### config.mk
export PLATFORM = sky130hd
export DESIGN_NAME = vgm_wb_master_engine_flat
export DESIGN_NICKNAME = d
export VERILOG_FILES = /design/src/rtl/vgm_wb_master_engine_if.sv /design/src/rtl/vgm_wb_master_engine.sv /design/src/flat_wrapper.sv
export SDC_FILE = /design/constraint.sdc
export NUM_CORES = 1
export LEC_CHECK = 0
export CORE_MARGIN = 2
export CORE_UTILIZATION = 45
export DETAILED_ROUTE_END_ITERATION = 8
export PLACE_DENSITY_LB_ADDON = 0.1
export SLEW_MARGIN = 20
export SYNTH_ARGS = -nofsm -noshare
export SYNTH_HDL_FRONTEND = slang
export SYNTH_SLANG_ARGS = --single-unit
export TNS_END_PERCENT = 100
### constraint.sdc
create_clock -name CLK_I -period 6.5 [get_ports CLK_I]
set_input_delay 0.65 -clock CLK_I [delete_from_list [all_inputs] [get_ports CLK_I]]
set_output_delay 0.65 -clock CLK_I [all_outputs]
set_load 0.01 [all_outputs]
### src/rtl/vgm_wb_master_engine_if.sv
// Command/response stream plus Wishbone B4 classic master signal bundle.
// The master modport faces the engine and the slave modport faces the requester/bus side.
interface vgm_wb_master_engine_if #(
  parameter int unsigned ADR_W = 32,
  parameter int unsigned DAT_W = 32
);
  localparam int unsigned SEL_W = DAT_W / 8;

  logic             cmd_valid;
  logic             cmd_ready;
  logic             cmd_we;
  logic [ADR_W-1:0] cmd_adr;
  logic [DAT_W-1:0] cmd_dat;
  logic [SEL_W-1:0] cmd_sel;
  logic             cmd_lock;
  logic             rsp_valid;
  logic             rsp_ready;
  logic [DAT_W-1:0] rsp_dat;
  logic [1:0]       rsp_status;
  logic [3:0]       rsp_retries;
  logic             CYC_O;
  logic             STB_O;
  logic             WE_O;
  logic [ADR_W-1:0] ADR_O;
  logic [DAT_W-1:0] DAT_O;
  logic [SEL_W-1:0] SEL_O;
  logic             ACK_I;
  logic             ERR_I;
  logic             RTY_I;
  logic [DAT_W-1:0] DAT_I;

  modport master (
    input  cmd_valid, cmd_we, cmd_adr, cmd_dat, cmd_sel, cmd_lock, rsp_ready,
           ACK_I, ERR_I, RTY_I, DAT_I,
    output cmd_ready, rsp_valid, rsp_dat, rsp_status, rsp_retries,
           CYC_O, STB_O, WE_O, ADR_O, DAT_O, SEL_O
  );

  modport slave (
    output cmd_valid, cmd_we, cmd_adr, cmd_dat, cmd_sel, cmd_lock, rsp_ready,
           ACK_I, ERR_I, RTY_I, DAT_I,
    input  cmd_ready, rsp_valid, rsp_dat, rsp_status, rsp_retries,
           CYC_O, STB_O, WE_O, ADR_O, DAT_O, SEL_O
  );
endinterface

### src/rtl/vgm_wb_master_engine.sv
// Wishbone B4 classic master: one command in, one bus cycle (with retries/timeout) out,
// one response back. All outputs registered; locked cycles keep CYC_O across commands.
module vgm_wb_master_engine #(
  parameter int unsigned ADR_W     = 32,
  parameter int unsigned DAT_W     = 32,
  parameter int unsigned MAX_RETRY = 3,
  parameter int unsigned TIMEOUT   = 16,
  parameter int unsigned TMO_W     = 8
) (
  input  logic                        CLK_I,
  input  logic                        RST_I,
  vgm_wb_master_engine_if.master      bus
);
  localparam int unsigned SEL_W = DAT_W / 8;
  localparam int unsigned RC_W  = (MAX_RETRY > 15) ? $clog2(MAX_RETRY + 1) : 4;
  localparam logic [RC_W-1:0]  RC_MAX   = RC_W'(MAX_RETRY);
  localparam logic [TMO_W-1:0] TMO_LAST = TMO_W'((TIMEOUT == 0) ? 0 : TIMEOUT - 1);
  localparam bit               TMO_EN   = (TIMEOUT != 0);

  localparam logic [1:0] ST_OK   = 2'd0;
  localparam logic [1:0] ST_ERR  = 2'd1;
  localparam logic [1:0] ST_RTYX = 2'd2;
  localparam logic [1:0] ST_TMO  = 2'd3;

  typedef enum logic [1:0] {IDLE, BUS, GAP, RESP} state_t;

  state_t           state_q, state_d;
  logic             cyc_q, cyc_d, stb_q, stb_d, we_q, we_d, lock_q, lock_d;
  logic [ADR_W-1:0] adr_q, adr_d;
  logic [DAT_W-1:0] dat_q, dat_d;
  logic [SEL_W-1:0] sel_q, sel_d;
  logic             cmd_ready_q, cmd_ready_d, rsp_valid_q, rsp_valid_d;
  logic [DAT_W-1:0] rsp_dat_q, rsp_dat_d;
  logic [1:0]       rsp_status_q, rsp_status_d;
  logic [3:0]       rsp_retries_q, rsp_retries_d;
  logic [RC_W-1:0]  rty_q, rty_d;
  logic [TMO_W-1:0] tmr_q, tmr_d;
  logic [3:0]       rty_sat;

  assign rty_sat = (rty_q > RC_W'(15)) ? 4'hF : 4'(rty_q);

  // Next-state and next-output logic
  always_comb begin
    state_d       = state_q;
    cyc_d         = cyc_q;
    stb_d         = stb_q;
    we_d          = we_q;
    lock_d        = lock_q;
    adr_d         = adr_q;
    dat_d         = dat_q;
    sel_d         = sel_q;
    cmd_ready_d   = cmd_ready_q;
    rsp_valid_d   = rsp_valid_q;
    rsp_dat_d     = rsp_dat_q;
    rsp_status_d  = rsp_status_q;
    rsp_retries_d = rsp_retries_q;
    rty_d         = rty_q;
    tmr_d         = tmr_q;
    case (state_q)
      IDLE: begin
        cmd_ready_d = 1'b1;
        if (bus.cmd_valid && cmd_ready_q) begin
          state_d     = BUS;
          cmd_ready_d = 1'b0;
          cyc_d       = 1'b1;
          stb_d       = 1'b1;
          we_d        = bus.cmd_we;
          adr_d       = bus.cmd_adr;
          dat_d       = bus.cmd_dat;
          sel_d       = bus.cmd_sel;
          lock_d      = bus.cmd_lock;
          rty_d       = '0;
          tmr_d       = '0;
        end
      end
      BUS: begin
        rsp_retries_d = rty_sat;
        rsp_dat_d     = '0;
        if (bus.ACK_I) begin
          state_d      = RESP;
          stb_d        = 1'b0;
          cyc_d        = lock_q;
          rsp_valid_d  = 1'b1;
          rsp_status_d = ST_OK;
          rsp_dat_d    = we_q ? '0 : bus.DAT_I;
        end else if (bus.ERR_I) begin
          state_d      = RESP;
          stb_d        = 1'b0;
          cyc_d        = 1'b0;
          rsp_valid_d  = 1'b1;
          rsp_status_d = ST_ERR;
        end else if (bus.RTY_I) begin
          if (rty_q < RC_MAX) begin
            state_d = GAP;
            stb_d   = 1'b0;
            rty_d   = rty_q + RC_W'(1);
            tmr_d   = '0;
          end else begin
            state_d      = RESP;
            stb_d        = 1'b0;
            cyc_d        = 1'b0;
            rsp_valid_d  = 1'b1;
            rsp_status_d = ST_RTYX;
          end
        end else if (TMO_EN && (tmr_q == TMO_LAST)) begin
          state_d      = RESP;
          stb_d        = 1'b0;
          cyc_d        = 1'b0;
          rsp_valid_d  = 1'b1;
          rsp_status_d = ST_TMO;
        end else begin
          tmr_d = tmr_q + TMO_W'(1);
        end
      end
      GAP: begin
        state_d = BUS;
        stb_d   = 1'b1;
      end
      RESP: begin
        if (bus.rsp_ready) begin
          state_d     = IDLE;
          rsp_valid_d = 1'b0;
          cmd_ready_d = 1'b1;
        end
      end
      default: state_d = IDLE;
    endcase
  end

  always_ff @(posedge CLK_I or negedge RST_I) begin
    if (!RST_I) begin
      state_q       <= IDLE;
      cyc_q         <= 1'b0;
      stb_q         <= 1'b0;
      we_q          <= 1'b0;
      lock_q        <= 1'b0;
      adr_q         <= '0;
      dat_q         <= '0;
      sel_q         <= '0;
      cmd_ready_q   <= 1'b0;
      rsp_valid_q   <= 1'b0;
      rsp_dat_q     <= '0;
      rsp_status_q  <= '0;
      rsp_retries_q <= '0;
      rty_q         <= '0;
      tmr_q         <= '0;
    end else begin
      state_q       <= state_d;
      cyc_q         <= cyc_d;
      stb_q         <= stb_d;
      we_q          <= we_d;
      lock_q        <= lock_d;
      adr_q         <= adr_d;
      dat_q         <= dat_d;
      sel_q         <= sel_d;
      cmd_ready_q   <= cmd_ready_d;
      rsp_valid_q   <= rsp_valid_d;
      rsp_dat_q     <= rsp_dat_d;
      rsp_status_q  <= rsp_status_d;
      rsp_retries_q <= rsp_retries_d;
      rty_q         <= rty_d;
      tmr_q         <= tmr_d;
    end
  end

  assign bus.cmd_ready   = cmd_ready_q;
  assign bus.rsp_valid   = rsp_valid_q;
  assign bus.rsp_dat     = rsp_dat_q;
  assign bus.rsp_status  = rsp_status_q;
  assign bus.rsp_retries = rsp_retries_q;
  assign bus.CYC_O       = cyc_q;
  assign bus.STB_O       = stb_q;
  assign bus.WE_O        = we_q;
  assign bus.ADR_O       = adr_q;
  assign bus.DAT_O       = dat_q;
  assign bus.SEL_O       = sel_q;
endmodule

### src/flat_wrapper.sv
// flat-port wrapper written by rule: the top's interface ports become plain ports
module vgm_wb_master_engine_flat 
#(
  parameter int unsigned ADR_W     = 32,
  parameter int unsigned DAT_W     = 32,
  parameter int unsigned MAX_RETRY = 3,
  parameter int unsigned TIMEOUT   = 16,
  parameter int unsigned TMO_W     = 8
)
  (CLK_I, RST_I, bus_cmd_valid, bus_cmd_we, bus_cmd_adr, bus_cmd_dat, bus_cmd_sel, bus_cmd_lock, bus_rsp_ready, bus_ACK_I, bus_ERR_I, bus_RTY_I, bus_DAT_I, bus_cmd_ready, bus_rsp_valid, bus_rsp_dat, bus_rsp_status, bus_rsp_retries, bus_CYC_O, bus_STB_O, bus_WE_O, bus_ADR_O, bus_DAT_O, bus_SEL_O);
  vgm_wb_master_engine_if #(.ADR_W(ADR_W), .DAT_W(DAT_W)) bus_i ();
  input  logic CLK_I;
  input  logic RST_I;
  input wire logic [$bits(bus_i.cmd_valid)-1:0] bus_cmd_valid;
  input wire logic [$bits(bus_i.cmd_we)-1:0] bus_cmd_we;
  input wire logic [$bits(bus_i.cmd_adr)-1:0] bus_cmd_adr;
  input wire logic [$bits(bus_i.cmd_dat)-1:0] bus_cmd_dat;
  input wire logic [$bits(bus_i.cmd_sel)-1:0] bus_cmd_sel;
  input wire logic [$bits(bus_i.cmd_lock)-1:0] bus_cmd_lock;
  input wire logic [$bits(bus_i.rsp_ready)-1:0] bus_rsp_ready;
  input wire logic [$bits(bus_i.ACK_I)-1:0] bus_ACK_I;
  input wire logic [$bits(bus_i.ERR_I)-1:0] bus_ERR_I;
  input wire logic [$bits(bus_i.RTY_I)-1:0] bus_RTY_I;
  input wire logic [$bits(bus_i.DAT_I)-1:0] bus_DAT_I;
  output wire logic [$bits(bus_i.cmd_ready)-1:0] bus_cmd_ready;
  output wire logic [$bits(bus_i.rsp_valid)-1:0] bus_rsp_valid;
  output wire logic [$bits(bus_i.rsp_dat)-1:0] bus_rsp_dat;
  output wire logic [$bits(bus_i.rsp_status)-1:0] bus_rsp_status;
  output wire logic [$bits(bus_i.rsp_retries)-1:0] bus_rsp_retries;
  output wire logic [$bits(bus_i.CYC_O)-1:0] bus_CYC_O;
  output wire logic [$bits(bus_i.STB_O)-1:0] bus_STB_O;
  output wire logic [$bits(bus_i.WE_O)-1:0] bus_WE_O;
  output wire logic [$bits(bus_i.ADR_O)-1:0] bus_ADR_O;
  output wire logic [$bits(bus_i.DAT_O)-1:0] bus_DAT_O;
  output wire logic [$bits(bus_i.SEL_O)-1:0] bus_SEL_O;
  assign bus_i.cmd_valid = bus_cmd_valid;
  assign bus_i.cmd_we = bus_cmd_we;
  assign bus_i.cmd_adr = bus_cmd_adr;
  assign bus_i.cmd_dat = bus_cmd_dat;
  assign bus_i.cmd_sel = bus_cmd_sel;
  assign bus_i.cmd_lock = bus_cmd_lock;
  assign bus_i.rsp_ready = bus_rsp_ready;
  assign bus_i.ACK_I = bus_ACK_I;
  assign bus_i.ERR_I = bus_ERR_I;
  assign bus_i.RTY_I = bus_RTY_I;
  assign bus_i.DAT_I = bus_DAT_I;
  assign bus_cmd_ready = bus_i.cmd_ready;
  assign bus_rsp_valid = bus_i.rsp_valid;
  assign bus_rsp_dat = bus_i.rsp_dat;
  assign bus_rsp_status = bus_i.rsp_status;
  assign bus_rsp_retries = bus_i.rsp_retries;
  assign bus_CYC_O = bus_i.CYC_O;
  assign bus_STB_O = bus_i.STB_O;
  assign bus_WE_O = bus_i.WE_O;
  assign bus_ADR_O = bus_i.ADR_O;
  assign bus_DAT_O = bus_i.DAT_O;
  assign bus_SEL_O = bus_i.SEL_O;
  vgm_wb_master_engine #(.ADR_W(ADR_W), .DAT_W(DAT_W), .MAX_RETRY(MAX_RETRY), .TIMEOUT(TIMEOUT), .TMO_W(TMO_W)) u_core (.CLK_I(CLK_I), .RST_I(RST_I), .bus(bus_i));
endmodule
==> flow_summary_export.csv <==
group,metric,value,unit
clock_tree,cts_resized,0,
grt,grt_remaining_overflow,0,
sta,slew_violations,0,
clock_tree,numCtsBuffers,17,
clock_tree,cts_root_buffer,"clkbuf_8",
synth,seq_area_frac_synth,64.42,%
sta,max_freq,0.4219,GHz
power_and_ir_drop,ir_drop,279.6,uV
power_and_ir_drop,sw_frac_of_total,28.74,%
die,ios,220,
sta,timing.final.crit_share,36.46,%
setup_path,reg2reg_to,"u_core.tmr_q[4]",
setup_path,end_kind,"register",
synth,synth_compound_area_share,9.842,%
hold_path,hold_class,"input port to asynchronous set/reset pin",
clock_tree,insertion_delay,0.50,ns
setup_path,crit_type,"register to register",
synth,yosys.area_share.simple,5.649,%
setup_path,r2r_setup_slack,4.13,ns
setup_path,cp.required,6.84,ns
routing,wl,11820,um
placed_design,portBuffers,219,
synth,synthMuxAreaShare,17.46,%
setup_path,arrival,2.71,ns
clock_tree,post-cts-setup-buffer-count,0,
clock_tree,cts_max_level,4,
die,start_util,45.55,%
synth,synth-adder-area-share,0.5112,%
synth,synth-xor-area-share,0,%
layout,design_area,0.007881,sq mm
placed_design,place_congestion,0.7906,
synth,synth_top_family_by_area,"multiplexers",
clock_tree,holdBufCountCts,0,
die,die_width,108.3,um
power_and_ir_drop,power_density,504.3,mW/mm^2
power_and_ir_drop,p_int,0.002833,W
setup_path,cp-start-kind,"register",
layout,post_route_cells_drive_above_1_share,19.69,%
layout,area_growth,61.02,%
power_and_ir_drop,leakage,3.400,nW
layout,final_util,73.35,%
power_and_ir_drop,p_seq_share,34.5,%
power_and_ir_drop,switchingPower,0.001142,W
power_and_ir_drop,pwr-share-comb,39.4,%
synth,ys_ff_latch,126,
routing,wl_per_cell,16.44,um
clock_tree,cts_tree,"built",
synth,syn-cell-area,0.004895,sq mm
grt,grt_max_degree,85,
setup_path,r2r_cells,4,
sta,skew,0.007537,ns
grt,grt_pass1_wl,18460,um
sta,final_hold_viol_count,0,
flow_run,max_cap_violations,0,
placed_design,place_area,0.007224,sq mm
layout,n_antenna_cell,0,
grt,antenna_found_initial,0,
setup_path,cp_max_fo,11,
clock_tree,cts.clk_slew.worst_paths,0.06,ns
synth,yosys_warnings,0,
die,core.rowCount,38,
synth,syn-num-nets,455,
setup_path,crit_path_end,"u_core.tmr_q[4]",
sta,relSlewSlack,35.57,%
routing,dr.first_iter.drc_count,139,
synth,postSynthCellCount,344,
setup_path,r2r-start,"u_core.state_q[0]",
die,fp.coreArea,0.01075,sq mm
sta,fin_hold_ws,0.1255,ns
clock_tree,cts_sinks,126,
sta,worst-slew-pin-transition,0.9665,ns
die,die_area,0.01173,sq mm
sta,period_needed,2.370,ns
die,die_h,108.3,um
sta,setup_viol,0,
clock_tree,clockBufferDepth,2,
setup_path,startpoint,"u_core.state_q[0]",
power_and_ir_drop,pwr-share-clk,26.1,%
grt,track_usage,20.38,%
grt,grt_pass1_vias,3706,
sta,tns,0,ns
layout,fin_nets,677,
routing,post_drt_via_cell_ratio,5.061,
routing,drc,0,
placed_design,post-dp-hpwl,8293,um
routing,first_pass_iters,4,
synth,syn_avg_cell_area,14.23,sq um
sta,rsz0062_at_grt,"false",
routing,ant_nets,0,
synth,synth.distinct_cells,36,
power_and_ir_drop,finalPower,0.003975,W
status,outcome,"completed",
routing,vias,3639,
==> cells by family (layout without fill, tap and decap cells) <==
| logic type | after synthesis | in the layout |
|---|---|---|
| compound gates | 63 | 63 |
| fa+ha+maj | 2 | 2 |
| buf+inv | 25 | 260 |
| flops | 126 | 126 |
| mux | 76 | 76 |
| simple gates | 52 | 52 |
==> state kept, by name, indices dropped and copies added (netlist names) <==
signal,cells
u_core.bus.ADR_O,32
u_core.bus.CYC_O,1
u_core.bus.DAT_O,32
u_core.bus.SEL_O,4
u_core.bus.STB_O,1
u_core.bus.WE_O,1
u_core.bus.cmd_ready,1
u_core.bus.rsp_dat,32
u_core.bus.rsp_retries,4
u_core.bus.rsp_status,2
u_core.bus.rsp_valid,1
u_core.lock_q,1
u_core.rty_q,4
u_core.state_q,2
u_core.tmr_q,8
==> layer usage <==
| metal | vias up | GRT usage, % | routed length [um] |
|---|---|---|---|
| met3 | 23 | 6.811 | 951 |
| met5 | - | 0 | 0 |
| met4 | 0 | 8.516 | 277 |
| met1 | 1789 | 24.77 | 4750 |
| li1 | 1689 | - | - |
| met2 | 138 | 33.42 | 5844 |
==> critical path, cell delays in order (launching register included) <==
cell and delay, ns:
dfrtp_1 0.56, nor2b_1 0.60, a21oi_1 0.23, a311oi_2 0.63, a31oi_1 0.19
==> layout by cell type (no fill, tap or decap), types with 6 or more instances in the layout <==
master           instances
a22o_1                  32
dfrtp_1                126
a21oi_1                 11
clkbuf_16               16
nor2_1                   6
bufinv_16                6
clkdlybuf4s50_1        218
o21ai_0                  6
mux2_2                  71
a31oi_1                  6
nand2_1                 22
==> synthesized netlist by cell type (all sizes together) <==
| master | n | area, sq um |
|---|---|---|
| mux2i | 4 | 40.04 |
| or4b | 1 | 13.76 |
| nor3b | 2 | 20.02 |
| or4 | 1 | 11.26 |
| nand4 | 1 | 6.260 |
| o21ba | 1 | 10.01 |
| and3 | 2 | 12.51 |
| nor4bb | 1 | 10.01 |
| nor2b | 5 | 31.28 |
| a22o | 32 | 280.3 |
| a41oi | 1 | 8.760 |
| or3 | 1 | 11.26 |
| a21oi | 11 | 55.05 |
| nor4 | 1 | 6.260 |
| nor2 | 6 | 22.52 |
| buf | 11 | 51.30 |
| nand2b | 2 | 12.51 |
| o211a | 2 | 20.02 |
| ha | 2 | 25.02 |
| o31a | 1 | 8.760 |
| o211ai | 1 | 7.510 |
| nand3 | 5 | 25.02 |
| inv | 5 | 18.77 |
| nor3 | 1 | 5.000 |
| nand2 | 22 | 82.58 |
| mux2 | 72 | 814.5 |
| a31oi | 6 | 37.54 |
| or2 | 1 | 6.260 |
| clkbuf | 9 | 33.78 |
| a311oi | 1 | 15.01 |
| dfrtp | 126 | 3153 |
| o21ai | 7 | 38.79 |
==> through the flow <==
stage	setup WS, ns	instances
5_1_grt	3.967	719
3_5_place_dp	3.780	687
2_1_floorplan	4.391	344
3_3_place_gp	3.812	687
6_report	4.130	719
4_1_cts	4.139	719
==> worst min path at each step <==
| stage | startpoint | endpoint | cells after the start |
|---|---|---|---|
| 6_report | RST_I | u_core.bus.SEL_O[2] | 1 |
| 5_1_grt | RST_I | u_core.bus.SEL_O[2] | 1 |
| 2_1_floorplan | RST_I | u_core.bus.ADR_O[0] | 0 |
| 4_1_cts | RST_I | u_core.bus.SEL_O[2] | 1 |
| 3_3_place_gp | u_core.bus.rsp_retries[0] | u_core.bus.rsp_retries[0] | 2 |
| 3_5_place_dp | u_core.bus.rsp_retries[1] | u_core.bus.rsp_retries[1] | 2 |
==> final cells by class <==
cell class	instances	area (sq um)
multi-input cells	193	1658
clock inverters	10	210.2
repair buffers	223	2223
inverters	5	18.77
well taps	140	175.2
clock buffers	22	442.9
flip-flops and latches	126	3153
fillers	770	2864
==> power by group through the flow <==
stage          sequential (W)  combinational, W  clock (W)
3_3_place_gp          0.00137           0.00155          0
4_1_cts               0.00138           0.00159    0.00106
2_1_floorplan         0.00151          0.000536          0
3_5_place_dp          0.00138           0.00158          0
5_1_grt               0.00142           0.00167    0.00110
6_report              0.00137           0.00157    0.00104
No activity file was read; power rests on OpenSTA's default activity.
